`src/rtl/gol_pkg.sv`:
```
// Shared definitions for the Game-of-Life board blocks: board geometry,
// loader opcodes and the loader state encoding.
package gol_pkg;

   localparam int LOG_W_DEF = 6;
   localparam int LOG_H_DEF = 5;

   localparam logic [3:0] OP_NOP    = 4'h0;
   localparam logic [3:0] OP_CLEAR  = 4'h1;
   localparam logic [3:0] OP_SET_XY = 4'h2;
   localparam logic [3:0] OP_ROW8   = 4'h3;

   typedef enum logic [2:0] {
      ST_IDLE,
      ST_GET_X,
      ST_GET_Y,
      ST_GET_ROW,
      ST_CLEAR,
      ST_WRITE8
   } loader_state_t;

endpackage

```
`src/rtl/board_loader.sv`:
```
// Byte-command loader that clears the board or writes 8-cell row patterns
// at a cursor, driving a registered single-cell write port.
module board_loader
   import gol_pkg::*;
#(
   parameter int LOG_W = LOG_W_DEF,
   parameter int LOG_H = LOG_H_DEF
) (
   input  logic                   clk,
   input  logic                   reset,
   input  logic                   in_valid,
   input  logic [7:0]             in_data,
   output logic                   in_ready,
   output logic                   wr_en,
   output logic [LOG_W+LOG_H-1:0] wr_addr,
   output logic                   wr_data,
   output logic                   busy,
   output logic                   err
);

   localparam int AW = LOG_W + LOG_H;
   localparam logic [AW-1:0] A_ONE = AW'(1);

   loader_state_t   state, state_n;
   logic [AW-1:0]   cursor, cursor_n;
   logic [AW-1:0]   clr_cnt, clr_cnt_n;
   logic [LOG_W-1:0] x_tmp, x_tmp_n;
   logic [7:0]      row_byte, row_byte_n;
   logic [2:0]      wr_cnt, wr_cnt_n, wr_nxt;
   logic            wr_en_n, wr_data_n, err_n;
   logic [AW-1:0]   wr_addr_n;
   logic            accept;

   assign in_ready = (state == ST_IDLE) || (state == ST_GET_X) ||
                     (state == ST_GET_Y) || (state == ST_GET_ROW);
   assign busy     = (state != ST_IDLE);
   assign accept   = in_valid && in_ready;
   assign wr_nxt   = wr_cnt + 3'd1;

   always_ff @(posedge clk or posedge reset) begin
      if (reset) begin
         state    <= ST_IDLE;
         cursor   <= '0;
         clr_cnt  <= '0;
         x_tmp    <= '0;
         row_byte <= '0;
         wr_cnt   <= '0;
         wr_en    <= 1'b0;
         wr_addr  <= '0;
         wr_data  <= 1'b0;
         err      <= 1'b0;
      end else begin
         state    <= state_n;
         cursor   <= cursor_n;
         clr_cnt  <= clr_cnt_n;
         x_tmp    <= x_tmp_n;
         row_byte <= row_byte_n;
         wr_cnt   <= wr_cnt_n;
         wr_en    <= wr_en_n;
         wr_addr  <= wr_addr_n;
         wr_data  <= wr_data_n;
         err      <= err_n;
      end
   end

   // Write-port values are computed one cycle ahead so the port itself is a
   // plain register; the row-major cursor advances as a single {y,x} counter.
   always_comb begin
      state_n    = state;
      cursor_n   = cursor;
      clr_cnt_n  = clr_cnt;
      x_tmp_n    = x_tmp;
      row_byte_n = row_byte;
      wr_cnt_n   = wr_cnt;
      wr_en_n    = 1'b0;
      wr_addr_n  = wr_addr;
      wr_data_n  = wr_data;
      err_n      = err;
      case (state)
         ST_IDLE: begin
            if (accept) begin
               case (in_data[7:4])
                  OP_NOP: ;
                  OP_CLEAR: begin
                     state_n   = ST_CLEAR;
                     wr_en_n   = 1'b1;
                     wr_addr_n = '0;
                     wr_data_n = 1'b0;
                     clr_cnt_n = A_ONE;
                  end
                  OP_SET_XY: state_n = ST_GET_X;
                  OP_ROW8:   state_n = ST_GET_ROW;
                  default:   err_n   = 1'b1;
               endcase
            end
         end
         ST_GET_X: begin
            if (accept) begin
               x_tmp_n = in_data[LOG_W-1:0];
               state_n = ST_GET_Y;
            end
         end
         ST_GET_Y: begin
            if (accept) begin
               cursor_n = {in_data[LOG_H-1:0], x_tmp};
               state_n  = ST_IDLE;
            end
         end
         ST_GET_ROW: begin
            if (accept) begin
               state_n    = ST_WRITE8;
               row_byte_n = in_data;
               wr_en_n    = 1'b1;
               wr_addr_n  = cursor;
               wr_data_n  = in_data[7];
               cursor_n   = cursor + A_ONE;
               wr_cnt_n   = 3'd0;
            end
         end
         ST_WRITE8: begin
            if (wr_cnt == 3'd7) begin
               state_n = ST_IDLE;
            end else begin
               wr_en_n   = 1'b1;
               wr_addr_n = cursor;
               wr_data_n = row_byte[~wr_nxt];
               cursor_n  = cursor + A_ONE;
               wr_cnt_n  = wr_nxt;
            end
         end
         ST_CLEAR: begin
            // clr_cnt wraps to zero once the last address has been issued.
            if (clr_cnt == '0) begin
               state_n = ST_IDLE;
            end else begin
               wr_en_n   = 1'b1;
               wr_addr_n = clr_cnt;
               wr_data_n = 1'b0;
               clr_cnt_n = clr_cnt + A_ONE;
            end
         end
         default: state_n = ST_IDLE;
      endcase
   end

endmodule

```
`config.mk`:
```
export PLATFORM = sky130hd
export DESIGN_NAME = board_loader
export DESIGN_NICKNAME = d
export VERILOG_FILES = /design/src/rtl/gol_pkg.sv /design/src/rtl/board_loader.sv
export SDC_FILE = /design/constraint.sdc
export NUM_CORES = 1
export LEC_CHECK = 0
export ABC_AREA = 1
export CAP_MARGIN = 15
export CORE_MARGIN = 4
export CORE_UTILIZATION = 30
export DETAILED_ROUTE_END_ITERATION = 16
export PLACE_DENSITY = 0.53
export SYNTH_ARGS = -nofsm -noshare
export SYNTH_HDL_FRONTEND = slang
export SYNTH_SLANG_ARGS = --single-unit
```
`constraint.sdc`:
```
create_clock -name clk -period 3.8 [get_ports clk]
set_input_delay 0.38 -clock clk [delete_from_list [all_inputs] [get_ports clk]]
set_output_delay 0.38 -clock clk [all_outputs]
set_load 0.1 [all_outputs]
```
Yosys cells after proc, flatten, opt, wreduce, memory -nomap -nowiden
Cells that the tools add are included.
- reductions and logical operators: 21
- add/subtract/negate cells: 3
- eq/ne operators: 19
- order comparisons: 1
- muxes and demuxes: 38
- bitwise gates (word level): 2
- operators with widths (kind ; count):
    11-bit two-way mux ; 11
    11-bit one-hot mux with 4 select lines ; 1
    11-bit one-hot mux with 3 select lines ; 1
    11-bit by 1-bit adder with 11-bit output (second input constant) ; 2
    11-bit one-hot mux with 2 select lines ; 1
    3-bit two-way mux ; 7
    3-bit one-hot mux with 6 select lines ; 1
    2-bit != test (second input constant) ; 8
    11-bit zero test ; 1
    1-bit two-way mux ; 11
    3-bit equality test (second input constant) ; 3
    3-bit one-hot mux with 3 select lines ; 1
    4-bit by 2-bit equality test with 1-bit output (second input constant) ; 2
    1-bit one-hot mux with 4 select lines ; 2
    4-bit AND reduction ; 2
    7-bit AND reduction ; 1
    3-bit by 2-bit equality test with 1-bit output (second input constant) ; 2
    3-bit one-hot mux with 2 select lines ; 1
    3-bit AND reduction ; 2
    6-bit AND reduction ; 1
    3-bit nonzero test ; 2
    4-bit by 1-bit equality test with 1-bit output (second input constant) ; 1
    4-bit zero test ; 1
    3-bit by 4-bit less-than comparator with 1-bit output (second input constant) ; 1
    other kinds (14) ; 18
- register bits: 56
- output and inout port bits: 16
- word-level logic and storage cells: 94
- input port bits: 11

Depth between registers and ports, before layout
Gate-level depths: netlist of run 1.
- depth in word-level cells: 7
- mapped depth: 10

Least setup slack after synthesis of run 1
OpenSTA, ideal clock, no wires.
- kind: register to register
- from: register state[2]
- to: register state[0]
- path slack: 1.323 ns
- stages on the path, launching flop included: 6
- arrival time: 2.411 ns
- period minus slack after synthesis: 2.477 ns
- required time: 3.734 ns
- cells stage by stage: dfrtp_1 inv_2 nand3_1 o21ai_0 nand4_1 nand2_1
- cells in the longest elaborated chain, start to end: 7
- ends and longest elaborated chain (element ; line ; RTL):
    start: declaration ; board_loader.sv:24 ; loader_state_t state, state_n;
    start signal: assignment ; board_loader.sv:53 ; state <= state_n;
    3-bit by 1-bit equality test with 1-bit output or 3-bit zero test (tied branches) ; board_loader.sv:34 ; assign in_ready = (state == ST_IDLE) || (state == ST_GET_X) ||
    1-bit logical OR (2 in series) ; board_loader.sv:34 ;
    1-bit logical OR * ; board_loader.sv:35 ; (state == ST_GET_Y) || (state == ST_GET_ROW);
    named net in_ready ; board_loader.sv:13 ; output logic in_ready,
    1-bit logical AND * ; board_loader.sv:37 ; assign accept = in_valid && in_ready;
    2-bit != test (no source line) ; - ;
    7-bit AND reduction (no source line) * ; - ;
Mark *: on every way through the listed nets, which the timed path passes. The rest lies on a longest branch.
A chain may end at the register's enable or synchronous reset.

Worst setup path in the final report of run 1
- from: register state[2]
- to: output port busy
- cells in the longest elaborated chain, start to end: 1
- ends and longest elaborated chain (element ; line ; RTL):
    3-bit nonzero test ; board_loader.sv:36 ; assign busy = (state != ST_IDLE);
    end: declaration ; board_loader.sv:17 ; output logic busy,
Every way passes these cells.

==> results.md, run 1 <==
- run status: finished, final reports clean
- setup skew after layout: 0.008213 ns
- Fmax: 0.3727 GHz
- HPWL reported at the end of detailed placement: 5873 µm
- crit path capture type: output port
- Final Hold Viols: 0
- sequential area share after synthesis: 43.96%
- number of buffers and inverters on the critical path: 2
- final antenna diode count: 0
- drt via density: 4.755
- net count of the finished layout: 462
- average cell area after synthesis: 7.466 µm²
- count of TritonRoute iterations in the first routing pass: 5
- number of max-cap violations: 0
- library cell occupying the most area in the post-synthesis netlist: sky130_fd_sc_hd__dfrtp_1
- Data arrival, critical path: 2.30 ns
- post-synthesis sequential element count: 56
- path type of the worst setup path: reg2out
- remaining number of nets flagged by the antenna check after routing: 0
- level count of the clock H-tree: 2
- area growth from synthesis to final layout: 15.31%
- Mapped Nets: 443
- Die Footprint: 12340 µm²
- Total GRT Usage: 12.81%
- die height: 111.1 µm
- Port Buffer Count: 26
- CP top delay family: buffers and inverters
- IO Count: 27
- proportion of total power due to net switching: 48.31%
- Largest stage delay, worst path: 1.15 ns
- maximum number of pins on one net before global-route repair: 30
- CTS max path bufs: 2
- leftover overflow at the end of global routing: 0
- class of the tightest hold or removal check: in2async
- net switching power of the design: 1.263 mW
- CTS-repair resized insts: 0
- Cell Pwr Density: 711.1 nW/µm²
- fraction of final layout cells sized beyond drive strength 1: 7.159%
- Final Wtd Congestion: 0.7822
- hold-fix buffers at CTS: 0
- wire length of the first global-routing pass: 13150 µm
- maximum ir drop on the vdd rail: 0.4294 mV
- CTS sink count: 56
- Yosys warnings: 0
- distinct cell type count after synthesis: 29
- clock tree from TritonCTS: built
- worst relative slew slack: 33.79%
- static power due to leakage: 1.813 nW
- measured slew at the worst slew-check pin: 0.9901 ns
- Multi-input gate area: 1511 µm²
- die extent in x: 111.1 µm
- cts bufs inserted: 5
- period utilization: 70.61%
- sequence of cells on the critical path: inv_2 -> nand3_1 -> clkdlybuf4s50_1
- synth top area cells: sky130_fd_sc_hd__dfrtp_1 44%, sky130_fd_sc_hd__nand2_1 17%, sky130_fd_sc_hd__nand3_1 6.9%
- power share of the sequential group: 36.6%
- Finish-stage setup viols: 0
- post-synth design cell area: 3188 µm²
- DRC Markers: 0
- number of global-route vias before repair: 2597
- # rows: 37
- clock insertion delay at the later pin of the skew report: 0.31 ns
- area of all sequential standard cells: 1401 µm²
- vias after detailed routing: 2772
- accumulated negative setup slack: 0 ns
- post-CTS setup buffers: 0
- part of the power in combinational logic: 46.7%
- Slew Viols, Final: 0
- worst hold slack: 0.4518 ns
- number of filler instances in the final layout: 1087
- CTS root buffer: sky130_fd_sc_hd__clkbuf_8
- initial antenna violation count: 0
- internal power contribution: 1.351 mW
- placeable core region: 10320 µm²
- Max Fanout on Critical Path: 7
- clock-pin slew reported for the worst setup and hold paths after clock tree synthesis: 0.10 ns
- share of power burned in the clock network: 16.7%
- Wirelength per Cell: 13.51 µm
- required time reported for the critical path endpoint: 3.42 ns
- effective utilization at floorplan: 30.88%
- final routed wirelength across all metal layers: 7874 µm
- RSZ-0062 raised after global routing: no
- top-area cell type share of the netlist area: 43.96%
- post-synthesis instance total: 427
- critical-path cell with the highest stage delay: sky130_fd_sc_hd__clkdlybuf4s50_1
- final critical path time including I/O delays and setup: 2.683 ns
- sort of element at the start of the critical path: register
- Initial DRC Count: 117
## layout by cell type, fill, tap and decap left out, types with 5 or more instances in the layout
master and instances:
sky130_fd_sc_hd__nand2_1 143, sky130_fd_sc_hd__dfrtp_1 56, sky130_fd_sc_hd__nand3_1 44, sky130_fd_sc_hd__inv_1 42
sky130_fd_sc_hd__o21ai_0 33, sky130_fd_sc_hd__clkdlybuf4s50_1 26, sky130_fd_sc_hd__nand4_1 20, sky130_fd_sc_hd__nor2_1 18
sky130_fd_sc_hd__inv_2 7, sky130_fd_sc_hd__o22ai_1 7, sky130_fd_sc_hd__clkbuf_8 7, sky130_fd_sc_hd__o21ai_1 6
sky130_fd_sc_hd__xor2_1 6, sky130_fd_sc_hd__ha_1 5
## power groups by stage
stage	logic [mW]	clock network, mW	registers, mW
6_report	1.22	0.437	0.956
5_1_grt	1.33	0.466	0.984
3_5_place_dp	1.23	0	0.967
4_1_cts	1.23	0.445	0.956
2_1_floorplan	0.628	0	1.27
3_3_place_gp	1.22	0	0.962
## kinds of logic (layout without fill, tap and decap cells)
family	Yosys count	count (layout)	share of synthesized area (%)
simple gates	243	243	35.09
buf+inv	66	86	8.634
flops	56	56	43.96
compound gates	50	50	8.438
xor+xnor	7	7	1.923
fa+ha+maj	5	5	1.962
## worst reg2reg max path: stages (launching register included)
cell and delay, ns:
sky130_fd_sc_hd__dfrtp_1 0.54, sky130_fd_sc_hd__nor3_2 0.33, sky130_fd_sc_hd__nand4_2 0.48, sky130_fd_sc_hd__nand2_1 0.54, sky130_fd_sc_hd__o21ai_0 0.17
## layout make-up
type	count	area share (%)
clock buffer	7	2.621
timing repair buffer	29	7.692
sequential	56	38.12
tap	136	4.629
multi-input combinational	305	41.12
clock inverter	1	0.8169
inverter	49	5.003
## metal layers
layer	up-vias	track usage [%]	routed length, µm
li1	1423	-	-
met1	1296	18.78	4009
met2	48	20.23	3542
met3	5	1.747	252
met4	0	2.676	69
met5	-	0	0
## path summary, 6_finish.rpt
check | startpoint | to | slack, ns | cells past startpoint
max | state[2] | busy | 1.12 | 3
min | reset | row_byte[7] | 0.45 | 2
max reg2reg | state[0] | clr_cnt[6] | 1.61 | 4
min reg2reg | row_byte[6] | row_byte[6] | 0.49 | 2
max in group asynchronous | reset | wr_addr[3] | 2.53 | 3
min in group clk | row_byte[6] | row_byte[6] | 0.49 | 2
## Yosys cell counts, drive strengths merged
library cell and n:
nand3 47, dfrtp 56, buf 11, inv 49
o21ai 39, o22ai 7, clkbuf 6, nand4 21
o21bai 1, nor2 20, nand2 147, a21boi 2
o211ai 1, xor2 6, nor3 4, nand3b 1
or2 3, xnor2 1, ha 5
## stage by stage
step                cells  setup slack [ns]  instance area (µm²)  power, mW  utilization (%)
floorplan             427             1.323                 3188      1.899                -
global placement      575             1.400                 3550      2.186            34.38
detailed placement    575             1.272                 3550      2.198            34.38
CTS                   583             1.105                 3676      2.636            35.61
global route          583             1.010                 3676      2.783            35.61
finish                583             1.117                 3676      2.614            35.61
## state kept, by name, indices dropped and copies added, names as in the netlist
signal,cells
wr_en,1
clr_cnt,11
state,3
wr_cnt,3
wr_data,1
x_tmp,6
wr_addr,11
err,1
row_byte,8
cursor,11
(Power assumes the default switching activity.)
==> inputs of run 2 (changes only) <==
==> constraint.sdc (replaced) <==
create_clock -name clk -period 2.6 [get_ports clk]
set_input_delay 0.26 -clock clk [delete_from_list [all_inputs] [get_ports clk]]
set_output_delay 0.26 -clock clk [all_outputs]
set_load 0.1 [all_outputs]
==> run 2 against run 1 <==
- worst hold slack worse by 0.13 ns
- non-clock buffer count is 2 higher
- sequential power rose by 45%
- core utilization shrank 0.44 points
- clock-buffer cell count unchanged
- combinational power rose by 44%
==> results.md, run 2 (synthesis results as in run 1) <==
- Regs by FF count: clr_cnt (11), cursor (11), wr_addr (11)
- Slew Viols, Final: 0, unchanged
- destination of the worst register-to-register timing path: clr_cnt[8]
- reg-to-reg critical path startpoint: clr_cnt[1]
- Die Footprint: 12340 µm², unchanged
- DRC Markers: 0, unchanged
- fraction of final layout cells sized beyond drive strength 1: 10.91%, +3.8 points
- Wirelength per Cell: 13.38 µm, -0.96%
- class of the tightest hold or removal check: in2async
- crit path capture type: register
- drt via density: 4.776, +0.45%
- level count of the clock H-tree: 2, unchanged
- CTS max path bufs: 2, unchanged
- clock tree from TritonCTS: built
- accumulated negative setup slack: 0 ns, unchanged
- final routed wirelength across all metal layers: 7825 µm, -0.62%
- placeable core region: 10320 µm², unchanged
- run status: finished, final reports clean
- IO Count: 27, unchanged
- number of cells on the worst reg-to-reg path: 6, +2
- Max Fanout on Critical Path: 12, +5
- period utilization: 85.21%
- wire length of the first global-routing pass: 13540 µm, +3.0%
- Fmax: 0.4514 GHz
- area growth from synthesis to final layout: 13.89%
- Cell Pwr Density: 1010 nW/µm², +42%
- initial antenna violation count: 0, unchanged
- die extent in x: 111.1 µm, unchanged
- hold-fix buffers at CTS: 0, unchanged
- non-filler cells, final: 585, +0.34%
- slack of the worst reg-to-reg path: 0.38 ns, -1.23 ns
- Core Util, Final: 35.17%, -0.44 points
- static power due to leakage: 1.832 nW, +1.0%
- remaining number of nets flagged by the antenna check after routing: 0, unchanged
- Data arrival, critical path: 2.44 ns, +0.14 ns
- final antenna diode count: 0, unchanged
- Final Wtd Congestion: 0.8182, +4.6%
- # rows: 37, unchanged
- die height: 111.1 µm, unchanged
- Port Buffer Count: 26, unchanged
- cts bufs inserted: 5, unchanged
- CTS root buffer: sky130_fd_sc_hd__clkbuf_8
- number of max-cap violations: 0, unchanged
- net count of the finished layout: 464, +0.43%
- required time reported for the critical path endpoint: 2.83 ns, -0.59 ns
- count of TritonRoute iterations in the first routing pass: 4, -1
- most frequent cells in the layout: 143 x sky130_fd_sc_hd__nand2_1, 56 x sky130_fd_sc_hd__dfrtp_1, 44 x sky130_fd_sc_hd__nand3_1
- worst relative slew slack: 44.55%, +11 points
- number of global-route vias before repair: 2712, +4.4%
- placed cell count: 577, +0.35%
- maximum ir drop on the vdd rail: 0.8541 mV, +99%
- Initial DRC Count: 133, +14%
- HPWL reported at the end of detailed placement: 5890 µm, +0.29%
- maximum number of pins on one net before global-route repair: 34, +13%
- path type of the worst setup path: reg2reg
- effective utilization at floorplan: 30.88%, unchanged
- clock-pin slew reported for the worst setup and hold paths after clock tree synthesis: 0.10 ns, about the same
- sort of element at the start of the critical path: register
- setup skew after layout: 0.005086 ns, -0.003127 ns
- Final Hold Viols: 0, unchanged
- Total GRT Usage: 13.28%, +0.47 points
- leftover overflow at the end of global routing: 0, unchanged
- CTS sink count: 56, unchanged
- clock insertion delay at the later pin of the skew report: 0.31 ns, about the same
- vias after detailed routing: 2794, +0.79%
- most common library cell in the layout ignoring fill and taps: sky130_fd_sc_hd__nand2_1
- CTS-repair resized insts: 0, unchanged
- RSZ-0062 raised after global routing: no
- measured slew at the worst slew-check pin: 0.8262 ns, -0.1639 ns
- Finish-stage setup viols: 0, unchanged
- final critical path time including I/O delays and setup: 2.215 ns
- post-CTS setup buffers: 0, unchanged
run 2: power by group:
| part | leakage (nW) | internal, mW | total, mW | switching, mW |
|---|---|---|---|---|
| Combinational | 1.05 | 0.467 | 1.76 | 1.30 |
| Clock | 0.0445 | 0.218 | 0.511 | 0.294 |
| Sequential | 0.742 | 1.14 | 1.39 | 0.249 |
| Total | 1.83 | 1.83 | 3.67 | 1.84 |
run 2: layout make-up:
| type | instances | area (µm²) |
|---|---|---|
| well taps | 136 | 170.2 |
| clock inverters | 1 | 7.507 |
| multi-input cells | 305 | 1511 |
| fillers | 1091 | 6693 |
| repair buffers | 31 | 270.3 |
| flip-flops and latches | 56 | 1401 |
| inverters | 49 | 183.9 |
| clock buffers | 7 | 86.33 |
run 2: how the worst max path moves through the flow:
stage                     startpoint    endpoint  slack [ns]  cells past startpoint
after floorplan             state[2]    state[0]        0.12                      5
after global placement    clr_cnt[0]  clr_cnt[0]        0.46                      7
after detailed placement  clr_cnt[1]  clr_cnt[8]        0.37                      6
after CTS                 clr_cnt[0]  clr_cnt[8]        0.34                      6
after global routing      clr_cnt[0]  clr_cnt[9]        0.08                      6
final                     clr_cnt[1]  clr_cnt[8]        0.38                      6
run 2: metal layers:
layer	track usage (%)	wire, µm
met2	20.15	3473
met4	3.244	92
met3	2.238	271
met1	19.69	3988
met5	0	0
run 2: critical path, stage by stage (launching register included):
cell and delay [ns]:
sky130_fd_sc_hd__dfrtp_1 0.43, sky130_fd_sc_hd__inv_1 0.09, sky130_fd_sc_hd__ha_1 0.15, sky130_fd_sc_hd__nand3_1 0.07, sky130_fd_sc_hd__o21ai_1 0.66, sky130_fd_sc_hd__nand2_1 0.45
sky130_fd_sc_hd__o21ai_0 0.29
run 2: stage by stage:
| step | total power [mW] | setup slack, ns | hold WS (ns) | area, µm² |
|---|---|---|---|---|
| CTS | 3.718 | 0.3410 | 0.3195 | 3631 |
| global route | 3.945 | 0.08129 | 0.3551 | 3631 |
| finish | 3.668 | 0.3846 | 0.3169 | 3631 |
| global placement | 3.182 | 0.4560 | 0.4470 | 3537 |
| floorplan | 2.775 | 0.1228 | 0.4045 | 3188 |
| detailed placement | 3.190 | 0.3736 | 0.4523 | 3537 |
==> inputs of run 3 (changes only) <==
--- a/config.mk
+++ b/config.mk
@@ -9,6 +9,7 @@
 export CAP_MARGIN = 15
 export CORE_MARGIN = 4
 export CORE_UTILIZATION = 30
+export CTS_BUF_LIST = sky130_fd_sc_hd__clkbuf_4 sky130_fd_sc_hd__clkbuf_8
 export DETAILED_ROUTE_END_ITERATION = 16
 export PLACE_DENSITY = 0.53
 export SYNTH_ARGS = -nofsm -noshare
==> run 3 against run 2 <==
- sequential share of layout area hardly changed
- first-iteration DRC count unchanged
- maximum frequency did not move
- clock power is 2% higher
- highest routed layer unchanged
- final area is 0.10% higher
- sequential power hardly changed
- worst hold slack about the same
==> results.md, run 3 (synthesis results as in run 1) <==
- destination of the worst register-to-register timing path: clr_cnt[8]
- most frequent cells in the layout: 143 x sky130_fd_sc_hd__nand2_1, 56 x sky130_fd_sc_hd__dfrtp_1, 44 x sky130_fd_sc_hd__nand3_1
- power share of the sequential group: 37.8%, about the same
- GR Util met2: 20.15%, unchanged
- CTS sink count: 56, unchanged
- Wirelength per Cell: 13.37 µm, about the same
- non-filler cells, final: 585, unchanged
- Data arrival, critical path: 2.44 ns, about the same
- maximum number of pins on one net before global-route repair: 34, unchanged
- number of cells on the worst reg-to-reg path: 6, unchanged
- Port Buffer Count: 26, unchanged
- drt via density: 4.781, +0.11%
- Cell Pwr Density: 1012 nW/µm², +0.21%
- net count of the finished layout: 464, unchanged
- maximum ir drop on the vdd rail: 0.8544 mV, about the same
- # rows: 37, unchanged
- Final Wtd Congestion: 0.8182, unchanged
- level count of the clock H-tree: 2, unchanged
- cts bufs inserted: 5, unchanged
- worst hold slack: 0.3169 ns, -0.00004200 ns
- Design Area, Final: 3635 µm², +0.10%
- hold-fix buffers at CTS: 0, unchanged
- slack of the worst reg-to-reg path: 0.38 ns, about the same
- most common library cell in the layout ignoring fill and taps: sky130_fd_sc_hd__nand2_1
- placed cell count: 577, unchanged
- HPWL reported at the end of detailed placement: 5890 µm, unchanged
- worst relative slew slack: 44.55%, unchanged
- final critical path time including I/O delays and setup: 2.215 ns, unchanged
- GRT met3 Usage: 2.238%, unchanged
- number of max-cap violations: 0, unchanged
- vias after detailed routing: 2797, +0.11%
- cell area after placement: 3537 µm², unchanged
- clock tree from TritonCTS: built
- setup skew after layout: 0.005042 ns, -0.00004375 ns
- Most Used Layer, Global Route: met2
- DRC Markers: 0, unchanged
- path type of the worst setup path: reg2reg
- crit path capture type: register
- overall power: 3.680 mW, +0.32%
- met1 track demand over resource: 19.69%, unchanged
- Fmax: 0.4514 GHz, unchanged
- class of the tightest hold or removal check: in2async
- post-CTS setup buffers: 0, unchanged
- die extent in x: 111.1 µm, unchanged
- Die Footprint: 12340 µm², unchanged
- CTS-repair resized insts: 0, unchanged
- RSZ-0062 raised after global routing: no
- wire length of the first global-routing pass: 13540 µm, unchanged
- number of global-route vias before repair: 2712, unchanged
- CTS max path bufs: 2, unchanged
- final routed wirelength across all metal layers: 7824 µm, about the same
- setup slack after layout: 0.3846 ns, unchanged
- measured slew at the worst slew-check pin: 0.8262 ns, unchanged
- final antenna diode count: 0, unchanged
- net switching power of the design: 1.842 mW, about the same
- sort of element at the start of the critical path: register
- area growth from synthesis to final layout: 14.01%
- proportion of total power due to net switching: 50.05%, -0.13 points
- required time reported for the critical path endpoint: 2.83 ns, about the same
- initial antenna violation count: 0, unchanged
- clock-pin slew reported for the worst setup and hold paths after clock tree synthesis: 0.10 ns, about the same
- fraction of final layout cells sized beyond drive strength 1: 11.14%, +0.22 points
- post-place setup slack: 0.3736 ns, unchanged
- effective utilization at floorplan: 30.88%, unchanged
- Max Fanout on Critical Path: 12, unchanged
- IO Count: 27, unchanged
- static power due to leakage: 1.835 nW, +0.19%
- Slew Viols, Final: 0, unchanged
- Regs by FF count: clr_cnt (11), cursor (11), wr_addr (11)
- placeable core region: 10320 µm², unchanged
- Total GRT Usage: 13.28%, unchanged
- leftover overflow at the end of global routing: 0, unchanged
- die height: 111.1 µm, unchanged
- part of the power in combinational logic: 48.0%, about the same
- CTS root buffer: sky130_fd_sc_hd__clkbuf_8
- Initial DRC Count: 133, unchanged
- clock insertion delay at the later pin of the skew report: 0.31 ns, about the same
- reg-to-reg critical path startpoint: clr_cnt[1]
- number of filler instances in the final layout: 1089, -0.18%
- run status: finished, final reports clean
- accumulated negative setup slack: 0 ns, unchanged
- internal power contribution: 1.838 mW, +0.57%
- Finish-stage setup viols: 0, unchanged
- share of power burned in the clock network: 14.2%, +0.3 points
- count of TritonRoute iterations in the first routing pass: 4, unchanged
- period utilization: 85.21%, unchanged
- remaining number of nets flagged by the antenna check after routing: 0, unchanged
- Core Util, Final: 35.21%, +0.036 points
- Final Hold Viols: 0, unchanged
[run 3: cell count changes in the layout (fill, tap and decap cells not counted)]
cell / previous run / this run
sky130_fd_sc_hd__clkbuf_1: 1 / 0
sky130_fd_sc_hd__clkbuf_4: 0 / 1
[run 3: routing by layer]
| metal | part of all wire [%] | wire [µm] |
|---|---|---|
| met1 | 51 | 3992 |
| met2 | 44 | 3474 |
| met4 | 1.2 | 92 |
| met3 | 3.4 | 265 |
| met5 | 0 | 0 |
[run 3: how the worst max path moves through the flow]
| stage | start | end | slack [ns] |
|---|---|---|---|
| 2_1_floorplan | state[2] | state[0] | 0.12 |
| 3_3_place_gp | clr_cnt[0] | clr_cnt[0] | 0.46 |
| 3_5_place_dp | clr_cnt[1] | clr_cnt[8] | 0.37 |
| 4_1_cts | clr_cnt[0] | clr_cnt[8] | 0.34 |
| 5_1_grt | clr_cnt[0] | clr_cnt[9] | 0.08 |
| 6_report | clr_cnt[1] | clr_cnt[8] | 0.38 |
[run 3: area by class of cell]
type,instances,area [µm²],area share [%]
Sequential cell,56,1401,38.55
Inverter,49,183.9,5.060
Clock inverter,1,7.507,0.2065
Timing Repair Buffer,31,270.3,7.435
Clock buffer,7,90.09,2.478
Tap cell,136,170.2,4.682
Multi-Input combinational cell,305,1511,41.58
[run 3: worst max-delay path, stage by stage, from the launching register on]
cell and delay (ns):
sky130_fd_sc_hd__dfrtp_1 0.43, sky130_fd_sc_hd__inv_1 0.09, sky130_fd_sc_hd__ha_1 0.15, sky130_fd_sc_hd__nand3_1 0.07
sky130_fd_sc_hd__o21ai_1 0.66, sky130_fd_sc_hd__nand2_1 0.45, sky130_fd_sc_hd__o21ai_0 0.29
[run 3: power groups by stage]
stage	clock, mW	sequential (mW)	combinational (mW)
after floorplan	0	1.86	0.917
after global placement	0	1.41	1.78
after detailed placement	0	1.41	1.78
after CTS	0.550	1.39	1.79
after global routing	0.572	1.44	1.94
final	0.522	1.39	1.76
